$ cat config.mk
export PLATFORM = sky130hd
export DESIGN_NAME = snake_body_tracker
export DESIGN_NICKNAME = d
export VERILOG_FILES = /design/src/rtl/snake_body_tracker.sv
export SDC_FILE = /design/constraint.sdc
export NUM_CORES = 1
export LEC_CHECK = 0
export BUFFER_PORTS_ARGS = -buffer_cell sky130_fd_sc_hd__buf_2
export CAP_MARGIN = 20
export CORE_MARGIN = 8
export CORE_UTILIZATION = 30
export DETAILED_ROUTE_END_ITERATION = 12
export PLACE_DENSITY = 0.55
export SLEW_MARGIN = 25
export SYNTH_ARGS = -nofsm -noshare
export SYNTH_HDL_FRONTEND = slang
export SYNTH_SLANG_ARGS = --single-unit
$ cat constraint.sdc
create_clock -name clock -period 27.4 [get_ports clock]
set_input_delay 5.48 -clock clock [delete_from_list [all_inputs] [get_ports clock]]
set_output_delay 5.48 -clock clock [all_outputs]
set_load 0.02 [all_outputs]
$ cat src/rtl/snake_body_tracker.sv
// snake_body_tracker: shifting snake body with growth, sticky self-collision and optional probe (SNAKE_BODY_PROBE_EN).
module snake_body_tracker #(
   parameter int MAX_LEN  = 16,
   parameter int COORD_W  = 11,
   parameter int INIT_LEN = 3,
   parameter int START_X  = 0,
   parameter int START_Y  = 0,
   localparam int LW      = $clog2(MAX_LEN + 1)
) (
   input  logic                       clock,
   input  logic                       reset,
   input  logic                       step,
   input  logic                       grow,
   input  logic [COORD_W-1:0]         head_x,
   input  logic [COORD_W-1:0]         head_y,
   input  logic [COORD_W-1:0]         probe_x,
   input  logic [COORD_W-1:0]         probe_y,
   output logic [MAX_LEN*COORD_W-1:0] body_x,
   output logic [MAX_LEN*COORD_W-1:0] body_y,
   output logic [MAX_LEN-1:0]         active,
   output logic [LW-1:0]              length,
   output logic                       full,
   output logic                       collision,
   output logic                       probe_hit
);
   typedef enum logic {RUN, DEAD} state_t;
   state_t             state;
   logic [COORD_W-1:0] seg_x [MAX_LEN];
   logic [COORD_W-1:0] seg_y [MAX_LEN];
   logic               pending_grow, grow_now, hit;
   logic [LW-1:0]      lim;

   assign full     = length == LW'(MAX_LEN);
   assign grow_now = (grow | pending_grow) & ~full;
   // when not growing the tail vacates on this step, so it is excluded
   assign lim      = grow_now ? length : length - LW'(1);

   always_comb begin
      hit = 1'b0;
      for (int j = 0; j < MAX_LEN; j++)
         if (LW'(j) < lim && seg_x[j] == head_x && seg_y[j] == head_y) hit = 1'b1;
   end

   for (genvar i = 0; i < MAX_LEN; i++) begin : g_out
      assign body_x[i*COORD_W +: COORD_W] = seg_x[i];
      assign body_y[i*COORD_W +: COORD_W] = seg_y[i];
      assign active[i] = LW'(i) < length;
   end

   always_ff @(posedge clock or posedge reset) begin
      if (reset) begin
         for (int i = 0; i < MAX_LEN; i++) begin
            seg_x[i] <= COORD_W'(START_X);
            seg_y[i] <= COORD_W'(START_Y);
         end
         length       <= LW'(INIT_LEN);
         pending_grow <= 1'b0;
         collision    <= 1'b0;
         state        <= RUN;
      end else if (state == RUN) begin
         if (step) begin
            seg_x[0] <= head_x;
            seg_y[0] <= head_y;
            for (int i = 1; i < MAX_LEN; i++) begin
               seg_x[i] <= seg_x[i-1];
               seg_y[i] <= seg_y[i-1];
            end
            if (grow_now) length <= length + LW'(1);
            pending_grow <= 1'b0;
            if (hit) begin
               collision <= 1'b1;
               state     <= DEAD;
            end
         end else if (grow && !full) begin
            pending_grow <= 1'b1;
         end
      end
   end

`ifdef SNAKE_BODY_PROBE_EN
   logic probe_match;
   always_comb begin
      probe_match = 1'b0;
      for (int i = 0; i < MAX_LEN; i++)
         if (active[i] && seg_x[i] == probe_x && seg_y[i] == probe_y) probe_match = 1'b1;
   end
   always_ff @(posedge clock or posedge reset)
      if (reset) probe_hit <= 1'b0;
      else probe_hit <= probe_match;
`else
   logic unused_probe;
   assign unused_probe = ^{probe_x, probe_y};
   assign probe_hit    = 1'b0;
`endif
endmodule
==> results of run 1 <==
-- per-layer routing --
layer	part of all wire	track usage	vias to the layer above
met5	0.00018	0	-
met4	0.041	0.0901	2
met3	0.060	0.0429	147
met2	0.48	0.345	489
met1	0.41	0.260	6875
li1	-	-	5635
-- layout make-up --
type	count	share of cell area
clock inverter	16	0.00928
inverter	5	0.00118
multi-input combinational	931	0.383
tap	773	0.0435
sequential	360	0.405
clock buffer	63	0.0581
timing repair buffer	420	0.0997
-- placed cells by master (no fill, tap or decap), types with 3 or more instances in the layout --
| master | n |
|---|---|
| bufinv_16 | 4 |
| buf_2 | 400 |
| mux2_2 | 352 |
| dfrtp_1 | 358 |
| nand2_1 | 18 |
| clkbuf_16 | 44 |
| nor4_1 | 38 |
| nand2b_1 | 5 |
| o31ai_1 | 3 |
| buf_4 | 16 |
| inv_1 | 4 |
| nand3_1 | 7 |
| xnor2_1 | 244 |
| clkbuf_1 | 7 |
| xor2_1 | 113 |
| ha_1 | 3 |
| clkinv_2 | 7 |
| nand4_1 | 67 |
| o21ai_0 | 9 |
| nor2_1 | 12 |
| nor3_1 | 9 |
| clkbuf_8 | 12 |
| a21oi_1 | 5 |
-- power groups by stage --
stage          clock (mW)  sequential, mW  combinational, mW
2_1_floorplan           0            1.19              0.475
3_3_place_gp            0            1.10               1.06
3_5_place_dp            0            1.10               1.07
4_1_cts             0.621            1.10               1.07
5_1_grt             0.642            1.13               1.13
6_report            0.605            1.10               1.06
-- critical path, cell delays in order (launching register included) --
cell and delay [ns]:
dfrtp_1 0.76, nand2_1 0.34, o21bai_1 0.36, o21a_1 0.16, buf_2 0.16
-- flip-flops by register name (all words and copies together), names as in the netlist --
register and count:
body_x 176, body_y 176, collision 1, length 5
pending_grow 1, state 1
-- cells by family (layout without fill, tap and decap cells) --
kind of cell	after synthesis	count (layout)	synth area share
buffers and inverters	98	504	0.0249
muxes	354	354	0.222
DFF	360	360	0.502
AOI/OAI and AO/OA	41	41	0.0168
and+or+nand+nor	175	175	0.0582
xor gates and xnor gates	357	357	0.174
other	1	1	0.000209
adders and majority gates	3	3	0.00209
-- path summary, 6_finish.rpt --
check	slack, ns	end	depth (start not counted)
worst max-delay path	19.58	active[14]	4
worst min-delay path	0.56	body_y[168]	1
worst max register to register	24.23	state	8
worst min register to register	0.56	body_y[168]	1
max in group asynchronous	20.71	body_y[168]	5
min in group asynchronous	4.88	body_y[79]	2
-- metrics by stage --
step           worst slack (ns)  hold slack [ns]  cell area, um^2  cells  total power, mW
2_1_floorplan             11.93            0.524            18000   1389             1.66
3_3_place_gp              19.11            0.536            20700   2487             2.15
3_5_place_dp              19.13            0.541            20700   2487             2.17
4_1_cts                   19.54            0.556            22200   2566             2.79
5_1_grt                   19.50            0.563            22200   2568             2.90
6_report                  19.58            0.557            22200   2568             2.76
==> impl_metrics.json, run 1 <==
{
  "outcome": "completed",
  "synth_edf_count": 0,
  "vias": 13100,
  "cp_data_required_time_ns": 21.92,
  "crit_type": "flop to output pin",
  "n_antenna_cell": 0,
  "drtIter0Drc": 1056,
  "timing.max_cap.violations": 0,
  "final_util": 0.376,
  "synth-main-ff-cell": "dfrtp_1",
  "finalCritPeriodShare": 0.285,
  "drv_slew": 0,
  "layout_min_cycle_time_ns": 7.82,
  "synthTopCellsByCount": "dfrtp_1 (358), mux2_2 (352), xnor2_1 (244)",
  "gp_congestion": 0.882,
  "cts_hold_buf": 0,
  "cp_data_arrival_time_ns": 2.34,
  "worstSetupStartpointType": "flop",
  "grt_overflow": 0,
  "layout-drive-gt1-share": 0.481,
  "grt_use_total": 0.208,
  "clock_latency_ns": 0.58,
  "p_comb_frac": 0.383,
  "clkTransAtPathRegs_ns": 0.06,
  "synth_cells": 1389,
  "setup-violations-final": 0,
  "seqPwrFrac": 0.398,
  "cts_root_buf": "clkbuf_16",
  "grt_first_pass_wirelength_mm": 103,
  "grt_max_degree": 176,
  "tightestPinTransition_ns": 1.28,
  "start_util": 0.304,
  "syn-mean-instance-area_um2": 12.9,
  "netlist.top_cell.by_area": "dfrtp_1",
  "async_reset_ff_frac": 1.00,
  "yosys.area.top_type_share": 0.499,
  "ant_nets": 0,
  "dp_hpwl_mm": 51.3,
  "vdd_ir_drop_max_v": 0.0000539,
  "endpoint_kind": "output pin",
  "r2r_start": "length[1]",
  "power_density_nw_per_um2": 124,
  "yosysUniqueCellTypes": 59,
  "synthToLayoutAreaGrowth_pct": 23.8,
  "n_fill_cell": 5823,
  "cp-startpoint": "length[2]",
  "hold_viol": 0,
  "io_pins": 424,
  "worstHoldStart": "body_y[168]",
  "first_pass_iters": 5,
  "dieArea_um2": 68000,
  "die_w_um": 261,
  "netlist_area_um2": 18000,
  "htree_num_levels": 2,
  "grt_pass1_vias": 13800,
  "wl_per_cell_um": 28.1,
  "yosys_warnings": 0,
  "post-cts-setup-buffers": 0,
  "cts_buffers": 43,
  "sw_frac_of_total": 0.437,
  "max_slew_margin": 0.144,
  "max_freq_mhz": 128,
  "regArea_um2": 9010,
  "rows": 89,
  "chipHeight_um": 261,
  "nNetsFinal": 1812,
  "hold_class": "flop to flop",
  "coreArea_um2": 59100,
  "synthTopCellsByArea": "dfrtp_1 (50%), mux2_2 (22%), xnor2_1 (12%), xor2_1 (5.5%), nand4_1 (2.3%)",
  "multiInputGateArea_um2": 8520,
  "ys_seq_area_frac": 0.502,
  "cts_tree": "done",
  "clk_path_buf_depth": 3,
  "ys_seq_elements": 360,
  "setup_tns_ns": 0,
  "p_switching_mw": 1.21,
  "clkSinkCount": 360,
  "finalWirelength_mm": 72.2,
  "crit_fanout": 19,
  "portBuffers": 400,
  "cts_resized": 0,
  "yosysMostFrequentCell": "dfrtp_1",
  "rsz0062_at_grt": "false",
  "finClkSkew_ns": 0.0239,
  "pwr-share-clk": 0.219,
  "antenna_found_initial": 1,
  "p_leak_nw": 9.58,
  "drcViolationCount": 0,
  "routed_via_density": 5.12,
  "synth_fp_nets": 1440,
  "p_int_mw": 1.56
}
(Power assumes the default switching activity.)
==> inputs of run 2 (changes only) <==
--- a/config.mk
+++ b/config.mk
@@ -10,7 +10,7 @@
 export CORE_MARGIN = 8
 export CORE_UTILIZATION = 30
 export DETAILED_ROUTE_END_ITERATION = 12
-export PLACE_DENSITY = 0.55
+export PLACE_DENSITY = 0.56
 export SLEW_MARGIN = 25
 export SYNTH_ARGS = -nofsm -noshare
 export SYNTH_HDL_FRONTEND = slang
==> constraint.sdc (replaced) <==
create_clock -name clock -period 6.63 [get_ports clock]
set_input_delay 1.326 -clock clock [delete_from_list [all_inputs] [get_ports clock]]
set_output_delay 1.326 -clock clock [all_outputs]
set_load 0.02 [all_outputs]
==> run 2 against run 1 <==
Effect of this change:
- count of clock-buffer cells in the layout down 2
- highest routed layer is now met4
- sequential cell count stayed put
- worst setup slack lost 17 ns
- critical endpoint unchanged
- combinational power increased to 4.1 times the previous value
- critical path depth did not move
- die area unchanged
- power grew to 4.1 times the previous value
- register-to-register slack got worse by 21 ns
- largest cell class unchanged
- global-route usage increased by 0.12 points
- wire length is 0.89% higher
==> impl_metrics.json, run 2 (synthesis results as in run 1) <==
{
  "outcome": "completed",
  "clock_latency_ns": 0.57,
  "die_w_um": 261,
  "setup-violations-final": 0,
  "tightestPinTransition_ns": 1.20,
  "r2r_start": "length[1]",
  "n_fill_cell": 5841,
  "setup_tns_ns": 0,
  "p_leak_nw": 9.54,
  "routed_via_density": 5.10,
  "start_util": 0.304,
  "rows": 89,
  "wl_per_cell_um": 28.4,
  "gp_congestion": 0.892,
  "dp.cells": 2487,
  "reg2reg_slack_ns": 3.49,
  "timing.rr.end": "collision",
  "instances_no_fill": 2567,
  "htree_num_levels": 2,
  "finalWirelength_mm": 72.9,
  "worstHoldStart": "body_y[168]",
  "nNetsFinal": 1810,
  "antenna_found_initial": 0,
  "clk_path_buf_depth": 3,
  "clkTransAtPathRegs_ns": 0.06,
  "hold_end": "body_y[168]",
  "ant_nets": 0,
  "drcViolationCount": 0,
  "hold_class": "flop to flop",
  "cts_tree": "done",
  "dp_slack_ns": 2.52,
  "grt_use_total": 0.209,
  "dieArea_um2": 68000,
  "finalCritPeriodShare": 0.561,
  "endpoint_kind": "output pin",
  "min_path_cells": 1,
  "cts_buffers": 43,
  "first_pass_iters": 5,
  "crit_type": "flop to output pin",
  "cts_root_buf": "clkbuf_16",
  "grt_max_degree": 182,
  "grt_first_pass_wirelength_mm": 104,
  "cp_data_arrival_time_ns": 2.40,
  "layout_min_cycle_time_ns": 3.72,
  "p_total_mw": 11.4,
  "portBuffers": 400,
  "rsz0062_at_grt": "false",
  "chipHeight_um": 261,
  "drtIter0Drc": 1047,
  "setup_slack_ns": 2.91,
  "finClkSkew_ns": 0.0140,
  "cp_data_required_time_ns": 5.30,
  "dp_hpwl_mm": 52.8,
  "final_cell_mix": "buf_2 (400), dfrtp_1 (358), mux2_2 (352)",
  "drv_slew": 0,
  "synthToLayoutAreaGrowth_pct": 23.6,
  "power_density_nw_per_um2": 513,
  "max_slew_margin": 0.198,
  "max_freq_mhz": 269,
  "io_pins": 424,
  "layout_commonest_cell": "buf_2",
  "worst_r2r_path_depth": 8,
  "crit_fanout": 19,
  "cts_hold_buf": 0,
  "layout-drive-gt1-share": 0.481,
  "post-cts-setup-buffers": 0,
  "clkSinkCount": 360,
  "vdd_ir_drop_max_v": 0.000244,
  "vias": 13100,
  "hold_slack_ns": 0.554,
  "worstSetupStartpointType": "flop",
  "cts_resized": 0,
  "grt_pass1_vias": 13700,
  "timing.max_cap.violations": 0,
  "hold_viol": 0,
  "coreArea_um2": 59100,
  "grt_overflow": 0
}
## run 2: cell count changes in the layout (fill, tap and decap cells not counted), sizes merged
cell	delta
clkbuf	-2
buf	-2
clkinvlp	+4
diode	+1
inv	-1
clkinv	-1
## run 2: worst max path at each step
stage,slack (ns),to,startpoint
floorplan,0.48,body_x[0],reset
global placement,2.49,collision,head_y[8]
detailed placement,2.52,collision,head_x[8]
CTS,2.83,active[14],length[2]
global route,2.81,active[14],length[2]
finish,2.91,active[14],length[2]
## run 2: stage by stage
step / util / instance area (um^2)
after global routing: 0.376 / 22200
after floorplan: - / 18000
after detailed placement: 0.350 / 20700
final: 0.376 / 22200
after CTS: 0.376 / 22200
after global placement: 0.350 / 20700
## run 2: per-layer routing
| layer | GRT usage | share of wire |
|---|---|---|
| met1 | 0.267 | 0.42 |
| met3 | 0.0395 | 0.056 |
| met5 | 0 | 0 |
| met4 | 0.0665 | 0.031 |
| met2 | 0.355 | 0.49 |
## run 2: cell type report
cell class                 instances  area [um^2]  share of cell area
sequential                       360         9010               0.406
multi-input combinational        931         8520               0.384
timing repair buffer             418         2190              0.0985
clock buffer                      61         1270              0.0574
tap                              773          967              0.0436
clock inverter                    18          220             0.00992
inverter                           5         22.5             0.00101
antenna                            1         2.50            0.000113
## run 2: power by group
| group | internal (mW) | switching, mW |
|---|---|---|
| sequential | 3.03 | 1.50 |
| clock | 1.50 | 0.982 |
| combinational | 1.88 | 2.50 |
| total | 6.41 | 4.99 |
## run 2: critical path: stages (launching register included)
cell,delay [ns]
dfrtp_1,0.75
nand2_1,0.35
o21bai_1,0.34
o21a_1,0.21
buf_2,0.18
